**src/rtl/img_scale_pkg.sv**
```systemverilog
// Shared types for the image-scaling datapath.
// Divider state encoding and a width helper.
package img_scale_pkg;

  typedef enum logic [2:0] {
    S_IDLE,
    S_LOAD,
    S_DIV,
    S_FIX,
    S_DONE
  } div_state_t;

  function automatic int clog2(input int v);
    int r;
    r = 0;
    while ((64'd1 << r) < 64'(v)) r++;
    return r;
  endfunction

endpackage

```
**src/rtl/fxp_ratio_divider_if.sv**
```systemverilog
// Operand/result handshake bundle for the ratio divider.
// slave is the divider side, master the requester side.
interface fxp_ratio_divider_if #(
  parameter int WIDTH = 16,
  parameter int TAG_W = 4
);

  logic             in_valid;
  logic             in_ready;
  logic [WIDTH-1:0] in_a;
  logic [WIDTH-1:0] in_b;
  logic [TAG_W-1:0] in_tag;

  logic             out_valid;
  logic             out_ready;
  logic [WIDTH-1:0] out_q;
  logic [WIDTH-1:0] out_r;
  logic [TAG_W-1:0] out_tag;
  logic             out_dbz;
  logic             out_ovf;

  modport slave (
    input  in_valid,
    input  in_a,
    input  in_b,
    input  in_tag,
    input  out_ready,
    output in_ready,
    output out_valid,
    output out_q,
    output out_r,
    output out_tag,
    output out_dbz,
    output out_ovf
  );

  modport master (
    output in_valid,
    output in_a,
    output in_b,
    output in_tag,
    output out_ready,
    input  in_ready,
    input  out_valid,
    input  out_q,
    input  out_r,
    input  out_tag,
    input  out_dbz,
    input  out_ovf
  );

endinterface

```
**src/rtl/fxp_div_step.sv**
```systemverilog
// One restoring-division iteration: shift in a
// dividend bit, compare against the divisor, subtract.
module fxp_div_step #(
  parameter int WIDTH = 16
) (
  input  logic [WIDTH:0]   rem_cur,
  input  logic             dvd_bit,
  input  logic [WIDTH-1:0] dvsr,
  output logic [WIDTH:0]   rem_nxt,
  output logic             q_bit
);

  logic [WIDTH:0] shifted;
  logic [WIDTH:0] diff;

  // A set top bit means the shifted value exceeds
  // any WIDTH-bit divisor, so the subtract is taken.
  always_comb begin
    shifted = {rem_cur[WIDTH-1:0], dvd_bit};
    diff    = shifted - {1'b0, dvsr};
    q_bit   = rem_cur[WIDTH]
            | (shifted >= {1'b0, dvsr});
    rem_nxt = q_bit ? diff : shifted;
  end

endmodule

```
**src/rtl/fxp_ratio_divider.sv**
```systemverilog
// Multi-cycle fixed-point ratio divider:
// Q = (A << FRAC_BITS) / B with remainder and flags.
module fxp_ratio_divider
  import img_scale_pkg::*;
#(
  parameter int WIDTH     = 16,
  parameter int FRAC_BITS = 8,
  parameter int SIGNED    = 0,
  parameter int TAG_W     = 4
) (
  input logic              clk,
  input logic              reset,
  fxp_ratio_divider_if.slave bus
);

  localparam int N  = WIDTH + FRAC_BITS;
  localparam int CW = clog2(N + 1);

  localparam logic [N:0] U_LIM =
    (N+1)'({1'b1, {WIDTH{1'b0}}});
  localparam logic [N-1:0] POS_LIM =
    N'({(WIDTH-1){1'b1}});
  localparam logic [N-1:0] NEG_LIM =
    POS_LIM + N'(1);
  localparam logic [WIDTH-1:0] SMAX =
    {1'b0, {(WIDTH-1){1'b1}}};
  localparam logic [WIDTH-1:0] SMIN =
    {1'b1, {(WIDTH-1){1'b0}}};

  div_state_t state;
  div_state_t state_nxt;

  logic [WIDTH-1:0] a_q;
  logic [WIDTH-1:0] b_q;
  logic [TAG_W-1:0] tag_q;
  logic [WIDTH-1:0] mag_b;
  logic [N-1:0]     dvd;
  logic [WIDTH:0]   rem;
  logic [CW-1:0]    cnt;
  logic             neg_q;
  logic             neg_a;
  logic             dbz_q;

  logic [WIDTH-1:0] q_o;
  logic [WIDTH-1:0] r_o;
  logic [TAG_W-1:0] tag_o;
  logic             dbz_o;
  logic             ovf_o;

  logic             a_neg_c;
  logic             b_neg_c;
  logic [WIDTH-1:0] mag_a_c;
  logic [WIDTH-1:0] mag_b_c;
  logic [N-1:0]     dvd_load;
  logic [WIDTH:0]   rem_step;
  logic             q_bit;

  logic [WIDTH-1:0] q_mag;
  logic [WIDTH-1:0] sat;
  logic             ovf_fix;
  logic [WIDTH-1:0] q_fix;
  logic [WIDTH-1:0] r_fix;

  fxp_div_step #(
    .WIDTH (WIDTH)
  ) u_step (
    .rem_cur (rem),
    .dvd_bit (dvd[N-1]),
    .dvsr    (mag_b),
    .rem_nxt (rem_step),
    .q_bit   (q_bit)
  );

  always_comb begin
    a_neg_c  = (SIGNED != 0) && a_q[WIDTH-1];
    b_neg_c  = (SIGNED != 0) && b_q[WIDTH-1];
    mag_a_c  = a_neg_c ? -a_q : a_q;
    mag_b_c  = b_neg_c ? -b_q : b_q;
    dvd_load = '0;
    dvd_load[N-1 -: WIDTH] = mag_a_c;
  end

  // dvd doubles as the quotient register: dividend
  // bits leave at the top as quotient bits enter below.
  always_comb begin
    q_mag   = dvd[WIDTH-1:0];
    sat     = '1;
    ovf_fix = 1'b0;
    if (SIGNED != 0) begin
      sat     = neg_q ? SMIN : SMAX;
      ovf_fix = neg_q ? (dvd > NEG_LIM)
                      : (dvd > POS_LIM);
    end else begin
      ovf_fix = {1'b0, dvd} >= U_LIM;
    end
    q_fix = ovf_fix ? sat
          : (neg_q ? -q_mag : q_mag);
    r_fix = neg_a ? -rem[WIDTH-1:0]
                  : rem[WIDTH-1:0];
    if (dbz_q) begin
      ovf_fix = 1'b0;
      q_fix   = (SIGNED == 0) ? '1
              : (neg_a ? SMIN : SMAX);
      r_fix   = a_q;
    end
  end

  always_comb begin
    state_nxt = state;
    unique case (state)
      S_IDLE:
        if (bus.in_valid) state_nxt = S_LOAD;
      S_LOAD:
        state_nxt = (b_q == '0) ? S_FIX : S_DIV;
      S_DIV:
        if (cnt == CW'(1)) state_nxt = S_FIX;
      S_FIX:
        state_nxt = S_DONE;
      S_DONE:
        if (bus.out_ready) state_nxt = S_IDLE;
      default:
        state_nxt = S_IDLE;
    endcase
  end

  always_ff @(posedge clk) begin
    if (!reset) state <= S_IDLE;
    else        state <= state_nxt;
  end

  always_ff @(posedge clk) begin
    if (!reset) begin
      a_q   <= '0;
      b_q   <= '0;
      tag_q <= '0;
      mag_b <= '0;
      dvd   <= '0;
      rem   <= '0;
      cnt   <= '0;
      neg_q <= 1'b0;
      neg_a <= 1'b0;
      dbz_q <= 1'b0;
      q_o   <= '0;
      r_o   <= '0;
      tag_o <= '0;
      dbz_o <= 1'b0;
      ovf_o <= 1'b0;
    end else begin
      unique case (state)
        S_IDLE: begin
          if (bus.in_valid) begin
            a_q   <= bus.in_a;
            b_q   <= bus.in_b;
            tag_q <= bus.in_tag;
          end
        end
        S_LOAD: begin
          dvd   <= dvd_load;
          rem   <= '0;
          cnt   <= CW'(N);
          mag_b <= mag_b_c;
          neg_q <= a_neg_c ^ b_neg_c;
          neg_a <= a_neg_c;
          dbz_q <= (b_q == '0);
        end
        S_DIV: begin
          dvd <= {dvd[N-2:0], q_bit};
          rem <= rem_step;
          cnt <= cnt - CW'(1);
        end
        S_FIX: begin
          q_o   <= q_fix;
          r_o   <= r_fix;
          tag_o <= tag_q;
          dbz_o <= dbz_q;
          ovf_o <= ovf_fix;
        end
        default: ;
      endcase
    end
  end

  assign bus.in_ready  = (state == S_IDLE);
  assign bus.out_valid = (state == S_DONE);
  assign bus.out_q     = q_o;
  assign bus.out_r     = r_o;
  assign bus.out_tag   = tag_o;
  assign bus.out_dbz   = dbz_o;
  assign bus.out_ovf   = ovf_o;

endmodule

```
**src/flat_wrapper.sv**
```systemverilog
// flat-port wrapper written by rule: the top's interface ports become plain ports
module fxp_ratio_divider_flat import img_scale_pkg::*;
#(
  parameter int WIDTH     = 16,
  parameter int FRAC_BITS = 8,
  parameter int SIGNED    = 0,
  parameter int TAG_W     = 4
)
  (clk, reset, bus_in_valid, bus_in_a, bus_in_b, bus_in_tag, bus_out_ready, bus_in_ready, bus_out_valid, bus_out_q, bus_out_r, bus_out_tag, bus_out_dbz, bus_out_ovf);
  fxp_ratio_divider_if #(.WIDTH(WIDTH), .TAG_W(TAG_W)) bus_i ();
  input logic clk;
  input logic reset;
  input wire logic [$bits(bus_i.in_valid)-1:0] bus_in_valid;
  input wire logic [$bits(bus_i.in_a)-1:0] bus_in_a;
  input wire logic [$bits(bus_i.in_b)-1:0] bus_in_b;
  input wire logic [$bits(bus_i.in_tag)-1:0] bus_in_tag;
  input wire logic [$bits(bus_i.out_ready)-1:0] bus_out_ready;
  output wire logic [$bits(bus_i.in_ready)-1:0] bus_in_ready;
  output wire logic [$bits(bus_i.out_valid)-1:0] bus_out_valid;
  output wire logic [$bits(bus_i.out_q)-1:0] bus_out_q;
  output wire logic [$bits(bus_i.out_r)-1:0] bus_out_r;
  output wire logic [$bits(bus_i.out_tag)-1:0] bus_out_tag;
  output wire logic [$bits(bus_i.out_dbz)-1:0] bus_out_dbz;
  output wire logic [$bits(bus_i.out_ovf)-1:0] bus_out_ovf;
  assign bus_i.in_valid = bus_in_valid;
  assign bus_i.in_a = bus_in_a;
  assign bus_i.in_b = bus_in_b;
  assign bus_i.in_tag = bus_in_tag;
  assign bus_i.out_ready = bus_out_ready;
  assign bus_in_ready = bus_i.in_ready;
  assign bus_out_valid = bus_i.out_valid;
  assign bus_out_q = bus_i.out_q;
  assign bus_out_r = bus_i.out_r;
  assign bus_out_tag = bus_i.out_tag;
  assign bus_out_dbz = bus_i.out_dbz;
  assign bus_out_ovf = bus_i.out_ovf;
  fxp_ratio_divider #(.WIDTH(WIDTH), .FRAC_BITS(FRAC_BITS), .SIGNED(SIGNED), .TAG_W(TAG_W)) u_core (.clk(clk), .reset(reset), .bus(bus_i));
endmodule
```
**config.mk**
```make
export PLATFORM = sky130hd
export DESIGN_NAME = fxp_ratio_divider_flat
export DESIGN_NICKNAME = d
export VERILOG_FILES = /design/src/rtl/img_scale_pkg.sv /design/src/rtl/fxp_ratio_divider_if.sv /design/src/rtl/fxp_div_step.sv /design/src/rtl/fxp_ratio_divider.sv /design/src/flat_wrapper.sv
export SDC_FILE = /design/constraint.sdc
export NUM_CORES = 1
export LEC_CHECK = 0
export CAP_MARGIN = 20
export CORE_ASPECT_RATIO = 1.2
export CORE_UTILIZATION = 55
export DETAILED_ROUTE_END_ITERATION = 6
export GPL_TIMING_DRIVEN = 0
export PLACE_DENSITY_LB_ADDON = 0.12
export SLEW_MARGIN = 15
export SYNTH_ARGS = -nofsm -noshare
export SYNTH_HDL_FRONTEND = slang
export SYNTH_SLANG_ARGS = --single-unit
```
**constraint.sdc**
```tcl
create_clock -name clk -period 2.6 [get_ports clk]
set_input_delay 0.52 -clock clk [delete_from_list [all_inputs] [get_ports clk]]
set_output_delay 0.52 -clock clk [all_outputs]
set_load 0.05 [all_outputs]
```
==> impl_metrics.ini <==
[clocking]
cts_inserted_buffers = 17
clk_pin_slew_ns = 0.06
clock_path_buffers = 2
post_cts_buffers = 0
clock-root-buffer = clkbuf_16
ctsHoldBuffers = 0
htreeDepth = 4
cts_tree = done
clk-insertion-delay-late_ns = 0.42
cts.sinks = 140

[floorplan]
dieArea_um2 = 11600
die_w_um = 98.6
die_h_um = 118
io_pins = 80
core.rowCount = 41
core_area_um2 = 10700
initial_core_util_pct = 57.4

[routing]
vias = 5654
wl_per_cell_um = 16.9
viasPerCell = 5.83
drt_iter0_drc = 305
drtAntennaViolNets = 0
firstDrtPassIters = 5
wl_um = 16400
drc = 0

[power_and_ir_drop]
power_density_nw_per_um2 = 977
ir_drop_uv = 490
p_leak_nw = 2.87

[logic_synthesis]
async_flop_share_pct = 0
ys_ff_latch = 140
synth.top_cell.area_share_pct = 45.5
yosys-top-cells-area = dfxtp_1 46%, nand2_1 9.4%, a21oi_1 8.1%
syn_area_um2 = 6160
synth_cell_types = 52
synthCells = 730
synth_warnings = 0
synth-edff-count = 0
avgSynthCellArea_um2 = 8.43
synth_seq_area_share_pct = 45.5
synthFlopType = dfxtp_1
syn_nets = 789
yosys.area.top_type = dfxtp_1

[timing]
finalHoldViolations = 0
tns_ns = 0
setup_viol = 0
period_share_pct = 94.8
period_minus_slack_ns = 2.47
fin_skew_ns = 0.00938
slew_viol_final = 0
maxSlewHeadroom_pct = 50.2
worstMarginPinSlew_ns = 0.743
fmax_mhz = 406
grt_setup_unrepaired = no

[critical_path]
critPathMaxFanout = 10
start_kind = flip-flop
end_kind = flip-flop
crit_type = reg2reg
cp.required_ns = 2.89
arrival_ns = 2.76

[global_routing]
antenna_found_initial = 0
grt_pass1_wl_um = 26800
grt.total_usage_pct = 29.1
grt_max_degree = 17
grt_pass1_vias = 5696
overflow = 0

[worst_hold_path]
min_path_type = reg2reg

[finish]
diodes = 0
final_area_um2 = 7710
area_growth_pct = 25.3
layout.nets = 886
layout_commonest_cell = nand2_1
stdcell_count = 969
drive_gt1_share_pct = 7.50
final_cell_mix = 154 x nand2_1, 140 x dfxtp_1, 99 x a21oi_1, 76 x clkdlybuf4s50_1, 36 x nor2_1

[place]
place_inst = 937
place_area_um2 = 7100
place_congestion = 0.893
dp_hpwl_um = 12300
port-buffer-count = 78

[job]
cap_violations = 0

[status]
outcome = completed
## final timing paths
check	from	endpoint	slack [ns]	cells after the start
setup / recovery	u_core.dvd[23]	u_core.rem[5]	0.13	10
hold / removal	u_core.tag_q[1]	u_core.tag_q[1]	0.46	2
setup reg to reg	u_core.dvd[23]	u_core.rem[5]	0.13	10
hold reg to reg	u_core.tag_q[1]	u_core.tag_q[1]	0.46	2
## routing by layer
metal  GRT usage, %  up-vias  share of wire (%)
met3           5.52       31                4.5
met5              0        -                  0
met2           54.1      184                 53
met4           10.7        0                1.8
li1               -     2774                  -
met1           32.4     2665                 40
## per-stage QoR
step	hold slack, ns	utilization [%]	total power [mW]	worst slack, ns
after floorplan	0.432	-	4.43	0.362
after global placement	0.438	66.3	5.03	0.163
after detailed placement	0.451	66.3	5.08	0.149
after CTS	0.459	71.8	7.50	0.0163
after global routing	0.473	71.9	7.88	0.00427
final	0.458	71.9	7.53	0.134
## kinds of logic after synthesis
family	after synthesis	synth area share (%)
compound gates	225	23.1
xor+xnor	11	1.56
flops	140	45.5
mux	27	4.39
simple gates	236	16.6
fa+ha+maj	19	3.98
buf+inv	72	4.86
## repair_timing
action                                  4_1_cts  5_1_grt
pin swaps                                     0        1
endpoints found under the hold margin         0        0
endpoints found under the setup margin        1        8
resized for setup                             1        6
## cell type report
cell class	count	area [um2]
Tap cell	129	161
Clock buffer	18	439
Clock inverter	14	159
Fill cell	838	3010
Timing Repair Buffer	78	778
Buffer	49	213
Sequential cell	140	2800
Inverter	23	86.3
Multi-Input combinational cell	518	3070
## Yosys cell counts (2+ instances only)
library cell,count
a211oi_1,18
inv_1,21
nor2_1,36
nand4_1,2
nand2b_1,10
a22o_1,2
or3_1,2
o221a_1,12
and2_1,3
buf_6,2
dfxtp_1,140
o211ai_1,4
nor3_1,6
buf_1,5
buf_2,11
xor2_1,5
o21ai_1,27
nand3_1,6
mux2i_1,27
nand2_1,154
ha_1,18
nor4_1,6
o21ai_0,13
clkbuf_1,31
o2bb2a_1,3
a22oi_1,9
and3_1,3
o221a_2,4
xnor2_1,6
o311ai_1,3
a21o_1,3
inv_2,2
a21oi_1,100
o22ai_1,18
## power breakdown
part           internal, mW  switching, mW  leakage (nW)
clock network          1.46          0.973         0.293
registers              2.39          0.213          1.14
logic                  1.00           1.50          1.43
total                  4.85           2.68          2.87
## sequential cells by signal, indices dropped and copies added, names as in the netlist
signal              flops
u_core.dvd             24
u_core.rem             17
u_core.a_q             16
u_core.b_q             16
u_core.bus.out_q       16
u_core.bus.out_r       16
u_core.mag_b           16
u_core.cnt              5
u_core.bus.out_tag      4
u_core.tag_q            4
u_core.state            3
u_core.bus.out_dbz      1
u_core.bus.out_ovf      1
u_core.dbz_q            1
## worst max-delay path: stages, from the launching register on
cell and delay [ns]:
dfxtp_1 0.37, inv_1 0.12, ha_1 0.24, nand2b_1 0.18, a21oi_2 0.20, o21ai_2 0.11, and2_4 0.17, o311ai_4 0.39
buf_6 0.23, mux2i_1 0.23, o21ai_1 0.08
Power figures use the tool's default switching activity.
